**config.mk**
```make
export PLATFORM = sky130hd
export DESIGN_NAME = psram_frame_writer
export DESIGN_NICKNAME = d
export VERILOG_FILES = /design/src/rtl/psram_frame_writer.sv
export SDC_FILE = /design/constraint.sdc
export NUM_CORES = 1
export LEC_CHECK = 0
export BUFFER_PORTS_ARGS = -buffer_cell sky130_fd_sc_hd__buf_4
export CAP_MARGIN = 10
export CORE_MARGIN = 2
export CORE_UTILIZATION = 60
export CTS_CLUSTER_SIZE = 8
export DETAILED_ROUTE_END_ITERATION = 6
export PLACE_DENSITY_LB_ADDON = 0.15
export SYNTH_ARGS = -nofsm -noshare
export SYNTH_HDL_FRONTEND = slang
export SYNTH_SLANG_ARGS = --single-unit
```
**constraint.sdc**
```tcl
create_clock -name clk -period 5.5 [get_ports clk]
set_clock_uncertainty 0.1 [all_clocks]
set_input_delay 1.1 -clock clk [delete_from_list [all_inputs] [get_ports clk]]
set_output_delay 1.1 -clock clk [all_outputs]
set_load 0.02 [all_outputs]
```
**src/rtl/psram_frame_writer.sv**
```systemverilog
`timescale 1ns/1ps
// Packs an 8-bit pixel stream into 16-bit words and writes them into the PSRAM frame buffer
// with asynchronous write cycles. Optional macro PSRAM_WR_TESTPAT_EN adds a test-pattern source (test_en).
module psram_frame_writer #(
    parameter int WORDS_PER_LINE = 320,
    parameter int LINES          = 480,
    parameter int LINE_STRIDE    = 640,
    parameter int WR_PULSE       = 4
) (
    input  logic        clk,
    input  logic        reset,
`ifdef PSRAM_WR_TESTPAT_EN
    input  logic        test_en,
`endif
    input  logic [7:0]  pix_data,
    input  logic        pix_valid,
    input  logic        pix_sof,
    output logic        pix_ready,
    output logic        bus_req,
    input  logic        bus_gnt,
    output logic [22:0] MemAdr,
    output logic [15:0] MemDataOut,
    output logic        MemDataOE,
    output logic        MemOE,
    output logic        MemWR,
    output logic        RamCE,
    output logic        RamLB,
    output logic        RamUB,
    output logic        frame_done
);

    typedef enum logic [2:0] {
        S_IDLE    = 3'd0,
        S_SETUP   = 3'd1,
        S_WRITE   = 3'd2,
        S_HOLD    = 3'd3,
        S_RELEASE = 3'd4
    } state_t;

    state_t      r_state, w_state_nxt;
    logic [7:0]  r_wcnt, w_wcnt_nxt;
    logic [15:0] r_line, w_line_nxt, r_col, w_col_nxt;
    logic [7:0]  r_lo, w_lo_nxt;
    logic        r_lo_full, w_lo_full_nxt, r_lo_sof, w_lo_sof_nxt;
    logic [15:0] r_pend, w_pend_nxt;
    logic        r_pend_full, w_pend_full_nxt, r_pend_sof, w_pend_sof_nxt;
    logic [22:0] r_mem_adr, w_adr_nxt;
    logic [15:0] r_mem_data, w_data_nxt;
    logic        r_mem_data_oe, w_oe_nxt;
    logic        r_mem_oe;
    logic        r_mem_wr, w_wr_nxt;
    logic        r_ram_ce, w_ce_nxt;
    logic        r_ram_be, w_be_nxt;
    logic        r_bus_req, w_req_nxt;
    logic        r_frame_done, w_done_nxt;
    logic        r_pix_ready, w_ready_nxt;

    logic        w_test;
    logic [15:0] w_pat;
    logic        w_launch;
    logic        w_accept;
    logic        w_src_full;
    logic [15:0] w_src_word;
    logic        w_src_sof;
    logic [15:0] w_line_use, w_col_use;
    logic [22:0] w_adr;

`ifdef PSRAM_WR_TESTPAT_EN
    assign w_test = test_en;
    assign w_pat  = {r_col[6:0], 1'b1, r_col[6:0], 1'b0} ^ {2{r_line[7:0]}};
`else
    assign w_test = 1'b0;
    assign w_pat  = 16'h0000;
`endif

    // The word source is the packer's pending slot, or the pattern generator in test mode
    assign w_src_full = w_test | r_pend_full;
    assign w_src_word = w_test ? w_pat : r_pend;
    assign w_src_sof  = ~w_test & r_pend_sof;
    assign w_line_use = w_src_sof ? 16'd0 : r_line;
    assign w_col_use  = w_src_sof ? 16'd0 : r_col;
    assign w_adr      = 23'(w_line_use) * 23'(LINE_STRIDE) + 23'(w_col_use);
    assign w_accept   = pix_valid & r_pix_ready & ~w_test;

    // Write-cycle sequencing and next values of the registered bus outputs
    always_comb begin
        w_state_nxt = r_state;
        w_wcnt_nxt  = r_wcnt;
        w_line_nxt  = r_line;
        w_col_nxt   = r_col;
        w_adr_nxt   = r_mem_adr;
        w_data_nxt  = r_mem_data;
        w_oe_nxt    = r_mem_data_oe;
        w_wr_nxt    = r_mem_wr;
        w_ce_nxt    = r_ram_ce;
        w_be_nxt    = r_ram_be;
        w_req_nxt   = r_bus_req;
        w_done_nxt  = 1'b0;
        w_launch    = 1'b0;
        case (r_state)
            S_IDLE: begin
                w_req_nxt = w_src_full;
                if (w_src_full && bus_gnt) begin
                    w_launch    = 1'b1;
                    w_line_nxt  = w_line_use;
                    w_col_nxt   = w_col_use;
                    w_adr_nxt   = w_adr;
                    w_data_nxt  = w_src_word;
                    w_ce_nxt    = 1'b0;
                    w_be_nxt    = 1'b0;
                    w_oe_nxt    = 1'b1;
                    w_req_nxt   = 1'b1;
                    w_state_nxt = S_SETUP;
                end else begin
                    w_state_nxt = S_IDLE;
                end
            end
            S_SETUP: begin
                w_wr_nxt    = 1'b0;
                w_wcnt_nxt  = 8'd0;
                w_state_nxt = S_WRITE;
            end
            S_WRITE: begin
                if (r_wcnt == 8'(WR_PULSE - 1)) begin
                    w_wr_nxt    = 1'b1;
                    w_state_nxt = S_HOLD;
                end else begin
                    w_wr_nxt   = 1'b0;
                    w_wcnt_nxt = r_wcnt + 8'd1;
                end
            end
            S_HOLD: begin
                // Counters move to the next word position; the frame wraps after the last word
                if (r_col == 16'(WORDS_PER_LINE - 1)) begin
                    w_col_nxt = 16'd0;
                    if (r_line == 16'(LINES - 1)) begin
                        w_line_nxt = 16'd0;
                        w_done_nxt = 1'b1;
                    end else begin
                        w_line_nxt = r_line + 16'd1;
                    end
                end else begin
                    w_col_nxt = r_col + 16'd1;
                end
                w_ce_nxt    = 1'b1;
                w_oe_nxt    = 1'b0;
                w_be_nxt    = 1'b1;
                w_req_nxt   = 1'b0;
                w_state_nxt = S_RELEASE;
            end
            S_RELEASE: begin
                w_state_nxt = S_IDLE;
            end
            default: begin
                w_state_nxt = S_IDLE;
            end
        endcase
    end

    // Pixel packer: low-byte slot feeding a one-entry pending word
    always_comb begin
        w_lo_nxt        = r_lo;
        w_lo_full_nxt   = r_lo_full;
        w_lo_sof_nxt    = r_lo_sof;
        w_pend_nxt      = r_pend;
        w_pend_sof_nxt  = r_pend_sof;
        w_pend_full_nxt = r_pend_full & ~(w_launch & ~w_test);
        if (w_accept) begin
            if (pix_sof || !r_lo_full) begin
                w_lo_nxt      = pix_data;
                w_lo_full_nxt = 1'b1;
                w_lo_sof_nxt  = pix_sof;
            end else begin
                w_pend_nxt      = {pix_data, r_lo};
                w_pend_full_nxt = 1'b1;
                w_pend_sof_nxt  = r_lo_sof;
                w_lo_full_nxt   = 1'b0;
                w_lo_sof_nxt    = 1'b0;
            end
        end else begin
            w_lo_nxt = r_lo;
        end
        w_ready_nxt = ~w_test & (~w_lo_full_nxt | ~w_pend_full_nxt);
    end

    // FSM state register
    always_ff @(posedge clk or negedge reset) begin
        if (!reset) begin
            r_state <= S_IDLE;
        end else begin
            r_state <= w_state_nxt;
        end
    end

    // Datapath, packer and output registers
    always_ff @(posedge clk or negedge reset) begin
        if (!reset) begin
            r_wcnt        <= 8'd0;
            r_line        <= 16'd0;
            r_col         <= 16'd0;
            r_lo          <= 8'd0;
            r_lo_full     <= 1'b0;
            r_lo_sof      <= 1'b0;
            r_pend        <= 16'd0;
            r_pend_full   <= 1'b0;
            r_pend_sof    <= 1'b0;
            r_mem_adr     <= 23'd0;
            r_mem_data    <= 16'd0;
            r_mem_data_oe <= 1'b0;
            r_mem_oe      <= 1'b1;
            r_mem_wr      <= 1'b1;
            r_ram_ce      <= 1'b1;
            r_ram_be      <= 1'b1;
            r_bus_req     <= 1'b0;
            r_frame_done  <= 1'b0;
            r_pix_ready   <= 1'b1;
        end else begin
            r_wcnt        <= w_wcnt_nxt;
            r_line        <= w_line_nxt;
            r_col         <= w_col_nxt;
            r_lo          <= w_lo_nxt;
            r_lo_full     <= w_lo_full_nxt;
            r_lo_sof      <= w_lo_sof_nxt;
            r_pend        <= w_pend_nxt;
            r_pend_full   <= w_pend_full_nxt;
            r_pend_sof    <= w_pend_sof_nxt;
            r_mem_adr     <= w_adr_nxt;
            r_mem_data    <= w_data_nxt;
            r_mem_data_oe <= w_oe_nxt;
            r_mem_oe      <= 1'b1;
            r_mem_wr      <= w_wr_nxt;
            r_ram_ce      <= w_ce_nxt;
            r_ram_be      <= w_be_nxt;
            r_bus_req     <= w_req_nxt;
            r_frame_done  <= w_done_nxt;
            r_pix_ready   <= w_ready_nxt;
        end
    end

    assign pix_ready  = r_pix_ready;
    assign bus_req    = r_bus_req;
    assign MemAdr     = r_mem_adr;
    assign MemDataOut = r_mem_data;
    assign MemDataOE  = r_mem_data_oe;
    assign MemOE      = r_mem_oe;
    assign MemWR      = r_mem_wr;
    assign RamCE      = r_ram_ce;
    assign RamLB      = r_ram_be;
    assign RamUB      = r_ram_be;
    assign frame_done = r_frame_done;

endmodule

```
==> flow_summary.ini <==
[outcome]
status = finished clean

[place]
place_area_um2 = 6900
post-place-ws_ns = 1.34
place_congestion = 0.903
dp_hpwl_um = 10000
io_buffers = 59

[floorplanning]
core_um2 = 10400
dieArea_um2 = 11500
die_h_um = 107
io-pin-count = 61
initial_core_util = 0.619
rows = 37
die_w_um = 107

[synth]
avgSynthCellArea_um2 = 9.15
yosysMostFrequentCell = nand2_1
synthDistinctLibCells = 58
ys_ff_latch = 116
synth_area_um2 = 6410
yosys.area.top_type = dfrtp_1
synthTopCellsByArea = dfrtp_1, nand2_1, ha_1
synth_nets = 749
yosys_warnings = 0
synth_top_area_frac = 0.441
synth_cells = 701
ys_async_sr_fraction = 1.00
synth_edf_count = 0
netlist_top_cells_count = nand2_1, dfrtp_1, o21ai_0
synth_ff_type = dfrtp_1
yosysSeqAreaShare = 0.453

[timing]
tns_ns = 0
rsz0062_at_grt = false
tightest_slew_ns = 1.17
finalWorstSetupSlack_ns = 1.15
final-hold-violation-count = 0
fin_crit_sh = 0.792
maxSlewViolCount = 0
finalSetupViolations = 0
fin_crit_ns = 4.35
maxSlewHeadroom = 0.217
fmax_mhz = 230

[detailed_routing]
routed_wirelength_um = 14700
routedWlPerCell_um = 16.4
drtIter0Drc = 269
drt_pass1_iterations = 5
ant_nets = 0
drc_errors = 0
num_vias = 5282
vias_per_cell = 5.89

[clock_network]
h-tree-depth = 4
clk_latency_ns = 0.53
postCtsSetupBuffers = 0
cts_buffer_depth = 2
cts_hold_buf = 0
clock_tree.root_cell = clkbuf_8
path_clk_slew_ns = 0.06
cts_buffers = 17
cts_tree = done
cts.sinks = 116
cts_resized = 0

[pwr]
power.switching_uw = 1200
swShare = 0.349
powerDensity_nw_per_um2 = 458
ir_drop_v = 0.000351
internal_power_uw = 2230
p_seq_frac = 0.395
clockPowerShare = 0.319
comb_power_share = 0.286
p_leak_uw = 0.00368

[global_route]
grt_pass1_wl_um = 25700
antenna_found_initial = 0
grt_max_degree = 76
gr-total-overflow = 0
grt_pass1_vias = 5396
grtUsageTotal = 0.282

[setup_path]
cp-end-kind = flip-flop
worst-setup-path-type = reg2reg
slowest_stage = dfrtp_1
path_max_fanout = 31
path_buf_inv = 2
cp.required_ns = 5.79
critical_path.top_delay_family = compound AO/OA/AOI/OAI gates
worst_setup_path_start_kind = flip-flop
critPathArrivalTime_ns = 4.64
worstPathCellList = inv_1 > nand2_1 > inv_1 > ha_1 > a21oi_1 > o2111ai_2 > xor2_1 > ha_1 > a21oi_1 > nand2_1 > o21ai_0 > nor4_1 > xnor2_1 > o21ai_0
cp_slowest_stage_delay_ns = 0.93

[layout]
post-route-util = 0.722
syn2layout_area_growth_pct = 16.8
drive_above_1_share = 0.173
nets = 796
fin_area_um2 = 7490
diodes = 0

[run]
maxCapViolations = 0

[hold_path]
hold_class = reg2reg
logic make-up (layout without fill, tap and decap cells):
kind of cell	count (synthesis)	count (layout)	share of synthesized area
XOR/XNOR	29	29	0.0396
other	1	1	0.000585
adder cells (fa/ha/maj)	35	35	0.0694
buffers and inverters	46	106	0.0304
flip-flops	116	116	0.453
AND/OR/NAND/NOR	299	299	0.218
multiplexers	30	30	0.0523
AO/OA/AOI/OAI	145	145	0.137
per-stage QoR:
step	std cells	total power, uW	hold WS (ns)
after CTS	897	3450	0.364
after global routing	897	3630	0.391
after floorplan	701	1960	0.333
final	897	3430	0.368
after global placement	865	2280	0.342
after detailed placement	865	2330	0.354
power groups by stage:
stage,combinational (uW),sequential (uW),clock [uW]
final,981,1350,1090
after global routing,1080,1400,1150
after CTS,990,1350,1100
after detailed placement,975,1350,0
after global placement,944,1340,0
after floorplan,543,1420,0
flip-flops by register name (all words and copies together) (netlist names):
signal and count:
frame_done 1, r_lo_sof 1, pix_ready 1, RamLB 1, r_wcnt 8, MemWR 1, r_state 3, bus_req 1
r_pend_full 1, r_line 16, r_lo_full 1, r_col 16, r_lo 8, r_pend 16, r_pend_sof 1, MemAdr 23
MemDataOut 16, MemDataOE 1
worst reg2reg max path: cells and delay by family (launching register included):
family,cells,cell delay (ns)
fa+ha+maj,2,0.60
buf+inv,2,0.47
simple gates,3,0.46
xor+xnor,2,0.45
flops,1,0.93
compound gates,5,1.21
final cells by class:
type	instances	area, um^2
multi-input combinational	539	3310
tap	136	170
sequential	116	2910
fill	777	2880
inverter	12	45.0
clock buffer	19	432
clock inverter	13	159
timing repair buffer	62	465
final timing paths:
kind | start | end | slack [ns] | cells past startpoint
worst max-delay path | r_pend_sof | MemAdr[18] | 1.15 | 14
worst min-delay path | r_pend[14] | MemDataOut[14] | 0.37 | 2
worst max register to register | r_pend_sof | MemAdr[18] | 1.15 | 14
worst min register to register | r_pend[14] | MemDataOut[14] | 0.37 | 2
max in group asynchronous | reset | MemWR | 3.61 | 2
min in group asynchronous | reset | r_line[11] | 0.61 | 1
routing by layer:
metal | part of all wire | vias to the layer above | wire [um] | track usage
met2 | 0.50 | 152 | 7320 | 0.476
met1 | 0.43 | 2556 | 6330 | 0.350
met3 | 0.047 | 32 | 692 | 0.0678
li1 | - | 2542 | - | -
met4 | 0.025 | 0 | 364 | 0.115
met5 | 0 | - | 0 | 0
layout by cell type, fill, tap and decap left out, types with 3 or more instances in the layout:
cell type	Yosys	layout
a21boi_0	3	3
a21o_1	4	4
a21oi_1	18	18
a31oi_1	8	8
and2_1	7	7
and3_1	18	18
buf_4	4	62
bufinv_16	0	3
clkbuf_16	0	16
clkinv_2	0	4
clkinv_4	0	3
clkinvlp_4	0	3
dfrtp_1	113	113
dfstp_2	3	3
ha_1	34	34
inv_1	12	12
mux2_2	28	28
nand2_1	136	136
nand3_1	20	20
nand4_1	7	7
nand4b_1	4	4
nor2_1	53	53
nor2b_1	26	26
nor3_1	7	7
nor3b_1	3	3
nor4_1	4	4
o21a_1	5	5
o21ai_0	73	73
o21ai_1	4	4
o31ai_1	11	11
or2_2	3	3
xnor2_1	15	15
xor2_1	14	14
Power figures use the tool's default switching activity.
